### src/rtl/midori64_sbox_sched_pkg.sv
// Shared definitions for the serialized Midori64 TI datapath sequencer:
// default geometry and FSM state encodings.
package midori64_sbox_sched_pkg;

    localparam int NUM_ROUNDS_DEF  = 16;
    localparam int NIBBLES_DEF     = 16;
    localparam int SBOX_STAGES_DEF = 2;

    typedef enum logic [2:0] {
        ST_IDLE  = 3'd0,
        ST_LOAD  = 3'd1,
        ST_SBOX  = 3'd2,
        ST_LIN   = 3'd3,
        ST_FINAL = 3'd4,
        ST_DONE  = 3'd5
    } sched_state_t;

endpackage

### src/rtl/midori64_sbox_sched.sv
// Control sequencer for the serialized Midori64 TI datapath: feeds nibbles through
// the pipelined shared S-box and schedules write-back, linear layer and whitening.
//
// state | meaning
// IDLE  | waiting for start
// LOAD  | plaintext XOR whitening key loaded into the state
// SBOX  | nibbles enter the S-box; results written back SBOX_STAGES cycles later
// LIN   | ShuffleCell, MixColumn, round key and constant for the current round
// FINAL | final whitening key add
// DONE  | ciphertext valid, one-cycle pulse
module midori64_sbox_sched
    import midori64_sbox_sched_pkg::*;
#(
    parameter int NUM_ROUNDS  = NUM_ROUNDS_DEF,
    parameter int NIBBLES     = NIBBLES_DEF,
    parameter int SBOX_STAGES = SBOX_STAGES_DEF
) (
    input  logic       clk,
    input  logic       rst,
    input  logic       start,
    output logic       busy,
    output logic       done,
    output logic       state_load,
    output logic       sbox_in_en,
    output logic [3:0] nib_sel,
    output logic       sbox_wr_en,
    output logic [3:0] wr_sel,
    output logic       lin_en,
    output logic [3:0] round,
    output logic       final_en
);

    localparam int PHASES = NIBBLES + SBOX_STAGES;
    localparam int PW     = $clog2(PHASES);

    localparam logic [PW-1:0] NIB_P   = PW'(NIBBLES);
    localparam logic [PW-1:0] STG_P   = PW'(SBOX_STAGES);
    localparam logic [PW-1:0] LAST_P  = PW'(PHASES - 1);
    localparam logic [3:0]    RND_MAX = 4'(NUM_ROUNDS - 1);

    sched_state_t  state;
    logic [PW-1:0] phase;
    logic [PW-1:0] phase_nxt;
    logic          in_en_nxt;
    logic          wr_en_nxt;
    logic [3:0]    nib_nxt;
    logic [3:0]    wr_nxt;

    // Outputs are registered, so decode the phase about to be entered.
    always_comb begin
        phase_nxt = (state == ST_SBOX) ? phase + PW'(1) : '0;
        in_en_nxt = (phase_nxt < NIB_P);
        wr_en_nxt = (phase_nxt >= STG_P);
        nib_nxt   = in_en_nxt ? 4'(phase_nxt) : 4'd0;
        wr_nxt    = wr_en_nxt ? 4'(phase_nxt - STG_P) : 4'd0;
    end

    always_ff @(posedge clk) begin
        if (rst) begin
            state      <= ST_IDLE;
            phase      <= '0;
            round      <= 4'd0;
            busy       <= 1'b0;
            done       <= 1'b0;
            state_load <= 1'b0;
            sbox_in_en <= 1'b0;
            nib_sel    <= 4'd0;
            sbox_wr_en <= 1'b0;
            wr_sel     <= 4'd0;
            lin_en     <= 1'b0;
            final_en   <= 1'b0;
        end else begin
            done       <= 1'b0;
            state_load <= 1'b0;
            sbox_in_en <= 1'b0;
            nib_sel    <= 4'd0;
            sbox_wr_en <= 1'b0;
            wr_sel     <= 4'd0;
            lin_en     <= 1'b0;
            final_en   <= 1'b0;
            case (state)
                ST_IDLE: begin
                    if (start) begin
                        state      <= ST_LOAD;
                        state_load <= 1'b1;
                        busy       <= 1'b1;
                    end
                end
                ST_LOAD, ST_LIN: begin
                    if (state == ST_LIN && round < RND_MAX)
                        round <= round + 4'd1;
                    state      <= ST_SBOX;
                    phase      <= '0;
                    sbox_in_en <= in_en_nxt;
                    nib_sel    <= nib_nxt;
                    sbox_wr_en <= wr_en_nxt;
                    wr_sel     <= wr_nxt;
                end
                ST_SBOX: begin
                    if (phase == LAST_P) begin
                        phase <= '0;
                        if (round < RND_MAX) begin
                            state  <= ST_LIN;
                            lin_en <= 1'b1;
                        end else begin
                            state    <= ST_FINAL;
                            final_en <= 1'b1;
                        end
                    end else begin
                        phase      <= phase_nxt;
                        sbox_in_en <= in_en_nxt;
                        nib_sel    <= nib_nxt;
                        sbox_wr_en <= wr_en_nxt;
                        wr_sel     <= wr_nxt;
                    end
                end
                ST_FINAL: begin
                    state <= ST_DONE;
                    done  <= 1'b1;
                end
                ST_DONE: begin
                    state <= ST_IDLE;
                    busy  <= 1'b0;
                    round <= 4'd0;
                end
                default: begin
                    state <= ST_IDLE;
                    busy  <= 1'b0;
                    round <= 4'd0;
                end
            endcase
        end
    end

endmodule

### config.mk
export PLATFORM = sky130hd
export DESIGN_NAME = midori64_sbox_sched
export DESIGN_NICKNAME = d
export VERILOG_FILES = /design/src/rtl/midori64_sbox_sched_pkg.sv /design/src/rtl/midori64_sbox_sched.sv
export SDC_FILE = /design/constraint.sdc
export NUM_CORES = 1
export LEC_CHECK = 0
export CAP_MARGIN = 20
export CORE_MARGIN = 5
export CORE_UTILIZATION = 50
export CTS_BUF_LIST = sky130_fd_sc_hd__clkbuf_2 sky130_fd_sc_hd__clkbuf_4 sky130_fd_sc_hd__clkbuf_8
export DETAILED_ROUTE_END_ITERATION = 10
export GPL_ROUTABILITY_DRIVEN = 1
export HOLD_SLACK_MARGIN = 0.03
export PLACE_DENSITY = 0.84
export SYNTH_ARGS = -nofsm -noshare
export SYNTH_HDL_FRONTEND = slang
export SYNTH_SLANG_ARGS = --single-unit
### constraint.sdc
create_clock -name clk -period 2.35 [get_ports clk]
set_clock_uncertainty 0.15 [all_clocks]
set_input_delay 0.3525 -clock clk [delete_from_list [all_inputs] [get_ports clk]]
set_output_delay 0.3525 -clock clk [all_outputs]
set_load 0.005 [all_outputs]
==> results of run 1 <==
worst max-delay path, stage by stage, from the launching register on:
cell	delay (ns)
sky130_fd_sc_hd__dfxtp_2	0.45
sky130_fd_sc_hd__ha_2	0.25
sky130_fd_sc_hd__xnor2_1	0.15
sky130_fd_sc_hd__nand2b_1	0.19
sky130_fd_sc_hd__ha_1	0.19
sky130_fd_sc_hd__nor2_1	0.06
sky130_fd_sc_hd__or4_4	0.46
sky130_fd_sc_hd__nor4b_2	0.24
power breakdown:
group	internal [mW]	switching [mW]
Clock	0.0651	0.143
Combinational	0.0418	0.0494
Sequential	0.469	0.00708
kinds of logic after synthesis:
| group | Yosys count | synth area share |
|---|---|---|
| fa+ha+maj | 4 | 0.0404 |
| xor+xnor | 5 | 0.0354 |
| buf+inv | 11 | 0.0556 |
| compound gates | 26 | 0.155 |
| simple gates | 54 | 0.277 |
| flops | 27 | 0.437 |
layer usage:
layer  vias up  part of all wire  track usage
met5         -                 0            0
met4         0                 0       0.0570
met3         0             0.044       0.0281
met2        27              0.54        0.298
met1       492              0.42        0.171
li1        493                 -            -
layout make-up:
cell class                 count  area, µm²
fill                         204        933
multi-input combinational     89        633
sequential                    27        543
timing repair buffer          25        240
tap                           30       37.5
clock buffer                   3       22.5
inverter                       4       15.0
clock inverter                 1       7.51
cells in the mapped netlist (all sizes together) (2+ instances only):
library cell	n
a31oi	3
clkbuf	3
dfxtp	27
inv	4
and3	2
nor4b	2
ha	4
o21ai	3
nor3b	3
nor2	13
nand3	4
nor2b	2
or3	2
nor3	11
a211oi	2
buf	4
xnor2	4
a21oi	9
nand2b	4
nand2	4
registers in the layout, indices dropped and copies added (netlist names), 3 cells and up:
name and cells:
state 3, nib_sel 4, phase 5, wr_sel 4, round 4
cells in the final DEF, fill, tap and decap left out, types with 2 or more instances in the layout:
cell type	synthesis	final
sky130_fd_sc_hd__dfxtp_1	27	25
sky130_fd_sc_hd__clkdlybuf4s50_1	0	21
sky130_fd_sc_hd__nor2_1	13	12
sky130_fd_sc_hd__nor3_1	11	11
sky130_fd_sc_hd__a21oi_1	8	8
sky130_fd_sc_hd__xnor2_1	4	4
sky130_fd_sc_hd__nand2b_1	4	4
sky130_fd_sc_hd__inv_1	4	4
sky130_fd_sc_hd__nand3_1	4	4
sky130_fd_sc_hd__nand2_1	4	4
sky130_fd_sc_hd__buf_4	1	4
sky130_fd_sc_hd__a31oi_1	3	3
sky130_fd_sc_hd__o21ai_0	3	3
sky130_fd_sc_hd__ha_1	4	3
sky130_fd_sc_hd__clkbuf_4	0	3
sky130_fd_sc_hd__and3_1	2	2
sky130_fd_sc_hd__nor2b_1	2	2
sky130_fd_sc_hd__a211oi_1	2	2
sky130_fd_sc_hd__nor3b_1	2	2
sky130_fd_sc_hd__dfxtp_2	0	2
what timing repair did:
item / in CTS / in global routing
endpoints found under the setup margin: 1 / 4
hold buffers: 0 / 0
cloned: 0 / 0
pin swaps: 0 / 0
resized for setup: 1 / 4
metrics by stage:
stage / instances / util / instance area [µm²] / worst slack [ns]
floorplan: 127 / - / 1240 / 0.199
global placement: 175 / 0.601 / 1460 / 0.188
detailed placement: 175 / 0.601 / 1460 / 0.0448
CTS: 179 / 0.614 / 1490 / 0.0624
global route: 179 / 0.616 / 1500 / 0.0261
finish: 179 / 0.616 / 1500 / 0.155
path summary, 6_finish.rpt:
path / startpoint / to / slack, ns / cells past startpoint
max reg2reg: phase[0] / wr_sel[2] / 0.15 / 7
min reg2reg: busy / busy / 0.33 / 2
max: phase[0] / wr_sel[2] / 0.15 / 7
min: busy / busy / 0.33 / 2
==> impl_metrics.ini, run 1 <==
[outcome]
outcome = finished clean

[logic_synthesis]
postSynth.asyncResetShare = 0
ys_seq_area_frac = 0.437
ys_ff_latch = 27
synth_cells = 127
yosys.area.top_type_share = 0.437
syn-num-nets = 134
synth_edf_count = 0
netlist_area_before_placement_um2 = 1240
synth.yosys.warnings = 0
average_footprint_of_a_synthesized_cell_um2 = 9.74
synth_area_leader_cell = sky130_fd_sc_hd__dfxtp_1
synth-main-ff-cell = sky130_fd_sc_hd__dfxtp_1
ys_types = 43
ys_top_cells_by_area = sky130_fd_sc_hd__dfxtp_1 (44%), sky130_fd_sc_hd__nor3_1 (4.4%), sky130_fd_sc_hd__ha_1 (4.0%)

[clocking]
cts.repair_timing.setup_buffer_count = 0
clock-sinks = 27
cts_buffer_depth = 2
root_buffer = sky130_fd_sc_hd__clkbuf_4
htree_num_levels = 1
number_of_buffers_inserted_during_clock_tree_synthesis = 3
cts.reportedPaths.clkPinSlew_ns = 0.16
clk_latency_ns = 0.33
cts_tree = yes

[floorplan]
fp.coreArea_um2 = 2430
dieArea_um2 = 3570
die_boundary_width_um = 59.8
rows = 18
initial_util = 0.509
die-height_um = 59.8
num_io_pins = 22

[global_route]
global_route.overflow_total = 0
initial_antenna_violation_count = 0
grt_usage = 0.157
wire_length_of_the_first_global_routing_pass_mm = 4.28
first_global_vias = 969
grt_max_degree = 17

[timing]
finalSetupViolCount = 0
layout_min_cycle_time_ns = 2.20
grt_setup_unrepaired = false
sum_neg_setup_slack_ns = 0
worstMarginPinSlew_ns = 0.548
max_freq_mhz = 455
min_period_over_period = 0.934
max_slew_margin = 0.632
final-max-slew-violation-count = 0
timing_hold_violations_final = 0
finalHoldWorstSlack_ns = 0.325

[worst_hold_path]
min-delay-path-class = flip-flop to flip-flop

[cells_and_area]
layout_area_growth_over_synthesis_pct = 21.1
diodes = 0
finish.net_count = 157
final_layout_size_suffix_gt1_frac = 0.141

[power_and_ir_drop]
static-leakage-power_nw = 0.530
peakVddDrop_uv = 471
totalPowerFinal_mw = 0.775
p_per_area_nw_per_um2 = 517

[routing]
first_pass_iters = 4
drt_iter0_markers = 10
post_drt_wl_per_cell_um = 15.0
drt.antenna.violating_nets = 0
routed_wl_mm = 2.69
average_via_count_per_standard_cell = 5.65
routed-via-count = 1012
drc = 0

[critical_path]
kind_of_capture_point_of_the_worst_setup_path = flip-flop
worst-endpoint-required_ns = 2.47
cp_max_fo = 10
critical_path_class = flip-flop to flip-flop
timing.critical_path.arrival_ns = 2.31
launching_element_type_of_the_critical_path = flip-flop

[place]
numPortBuffers = 21
finalWeightedCongestion = 0.955
dp_hpwl_mm = 1.96

[run]
maxCapViolations = 0
Power figures use the tool's default switching activity.
==> inputs of run 2 (changes only) <==
--- a/config.mk
+++ b/config.mk
@@ -7,12 +7,12 @@
 export LEC_CHECK = 0
 export CAP_MARGIN = 20
 export CORE_MARGIN = 5
-export CORE_UTILIZATION = 50
+export CORE_UTILIZATION = 53
 export CTS_BUF_LIST = sky130_fd_sc_hd__clkbuf_2 sky130_fd_sc_hd__clkbuf_4 sky130_fd_sc_hd__clkbuf_8
 export DETAILED_ROUTE_END_ITERATION = 10
 export GPL_ROUTABILITY_DRIVEN = 1
 export HOLD_SLACK_MARGIN = 0.03
-export PLACE_DENSITY = 0.84
+export PLACE_DENSITY = 0.88
 export SYNTH_ARGS = -nofsm -noshare
 export SYNTH_HDL_FRONTEND = slang
 export SYNTH_SLANG_ARGS = --single-unit
==> run 2 against run 1 <==
Net effect:
- design area increased by 1.4%
- clock power hardly changed
- largest cell class unchanged
- clock-buffer cell count increased by 1
- die area is 4.7% lower
- first-iteration DRC count grew to 3.4 times the previous value
- flip-flop and latch count stayed put
==> impl_metrics.ini, run 2 (synthesis results as in run 1) <==
[timing]
final-max-slew-violation-count = 0
finalSetupViolCount = 0
worstMarginPinSlew_ns = 0.565
max_slew_margin = 0.620
min_period_over_period = 0.987
layout_min_cycle_time_ns = 2.32
timing_hold_violations_final = 0
max_freq_mhz = 431

[cells_and_area]
area.sequential_um2 = 544
final_core_utilization = 0.687
final_layout_size_suffix_gt1_frac = 0.151
most_frequent_cells_in_the_layout = sky130_fd_sc_hd__dfxtp_1 (26), sky130_fd_sc_hd__clkdlybuf4s50_1 (21), sky130_fd_sc_hd__nor2_1 (12)
final_common_cell = sky130_fd_sc_hd__dfxtp_1
layout_area_growth_over_synthesis_pct = 22.9
largest_register = phase
diodes = 0
fillcell_total = 185
instances_no_fill = 180
largest_reg_flops = 5
finish.net_count = 160
multi_input_comb_area_um2 = 633

[place]
finalWeightedCongestion = 0.872
dp_hpwl_mm = 2.08
numPortBuffers = 21
placed_cells = 173

[clocking]
htree_num_levels = 1
cts.reportedPaths.clkPinSlew_ns = 0.14
clk_latency_ns = 0.33
postCtsHoldBufs = 0
number_of_buffers_inserted_during_clock_tree_synthesis = 3
cts_buffer_depth = 2
clock-sinks = 27
cts_tree = yes
root_buffer = sky130_fd_sc_hd__clkbuf_4

[global_route]
first_global_vias = 1020
initial_antenna_violation_count = 0
grt_max_degree = 16
grt_usage = 0.178
wire_length_of_the_first_global_routing_pass_mm = 4.62
global_route.overflow_total = 0

[routing]
post_drt_wl_per_cell_um = 15.8
drt_iter0_markers = 34
routed_wl_mm = 2.84
average_via_count_per_standard_cell = 5.83
drc = 0
first_pass_iters = 4
drt.antenna.violating_nets = 0
routed-via-count = 1050

[power_and_ir_drop]
static-leakage-power_nw = 0.549
peakVddDrop_uv = 623
p_per_area_nw_per_um2 = 515
totalPowerFinal_mw = 0.783

[critical_path]
critical_path_class = flip-flop to flip-flop
timing.critical_path.arrival_ns = 2.41
kind_of_capture_point_of_the_worst_setup_path = flip-flop
launching_element_type_of_the_critical_path = flip-flop
worst-endpoint-required_ns = 2.44
r2r.worst_path.cells = 7
cp_max_fo = 6

[run]
maxCapViolations = 0

[floorplan]
rows = 17
num_io_pins = 22
dieArea_um2 = 3400
fp.coreArea_um2 = 2210
initial_util = 0.559
die-height_um = 58.3
die_boundary_width_um = 58.3

[outcome]
outcome = finished clean

[worst_hold_path]
min-delay-path-class = flip-flop to flip-flop
timing.hold.worst_path_depth = 2
[run 2: cell count changes in the layout (fill, tap and decap cells not counted), sizes merged]
| cell | change |
|---|---|
| clkinvlp | -1 |
| buf | +3 |
| clkbuf | +1 |
[run 2: per-layer routing]
metal,share of wire,track usage
met1,0.38,0.198
met2,0.53,0.313
met3,0.070,0.0636
met4,0.014,0.0563
met5,0,0
[run 2: stage by stage]
step	cell area, µm²	hold slack [ns]	TNS, ns	worst slack [ns]
CTS	1490	0.337	0	0.0493
finish	1520	0.338	0	0.0308
detailed placement	1460	0.315	0	0.0125
global route	1520	0.397	-0.0553	-0.0367
floorplan	1240	0.279	0	0.199
global placement	1460	0.300	0	0.190
[run 2: final cells by class]
| cell class | count | area share |
|---|---|---|
| Clock buffer | 4 | 0.0198 |
| Inverter | 4 | 0.00988 |
| Multi-Input combinational cell | 89 | 0.416 |
| Sequential cell | 27 | 0.358 |
| Tap cell | 28 | 0.0230 |
| Timing Repair Buffer | 28 | 0.173 |
[run 2: worst paths after layout]
check / from / end / slack (ns)
worst max-delay path: phase[1] / wr_sel[3] / 0.03
worst min-delay path: busy / busy / 0.34
worst min register to register: busy / busy / 0.34
worst max register to register: phase[1] / wr_sel[3] / 0.03
[run 2: power breakdown]
| group | internal (mW) | switching [mW] |
|---|---|---|
| Combinational | 0.0460 | 0.0517 |
| Clock | 0.0782 | 0.132 |
| Sequential | 0.468 | 0.00751 |
[run 2: timing repair]
action,4_1_cts,5_1_grt
pin swaps,0,0
gates resized for setup,1,3
buffers inserted,0,3
endpoints found under the setup margin,2,4
hold endpoints to repair,0,0
[run 2: worst max-delay path: stages, from the launching register on]
cell	delay [ns]
sky130_fd_sc_hd__dfxtp_1	0.46
sky130_fd_sc_hd__inv_1	0.08
sky130_fd_sc_hd__ha_1	0.34
sky130_fd_sc_hd__nor2_2	0.21
sky130_fd_sc_hd__ha_1	0.21
sky130_fd_sc_hd__nor2_1	0.06
sky130_fd_sc_hd__or4_4	0.46
sky130_fd_sc_hd__a211oi_1	0.26
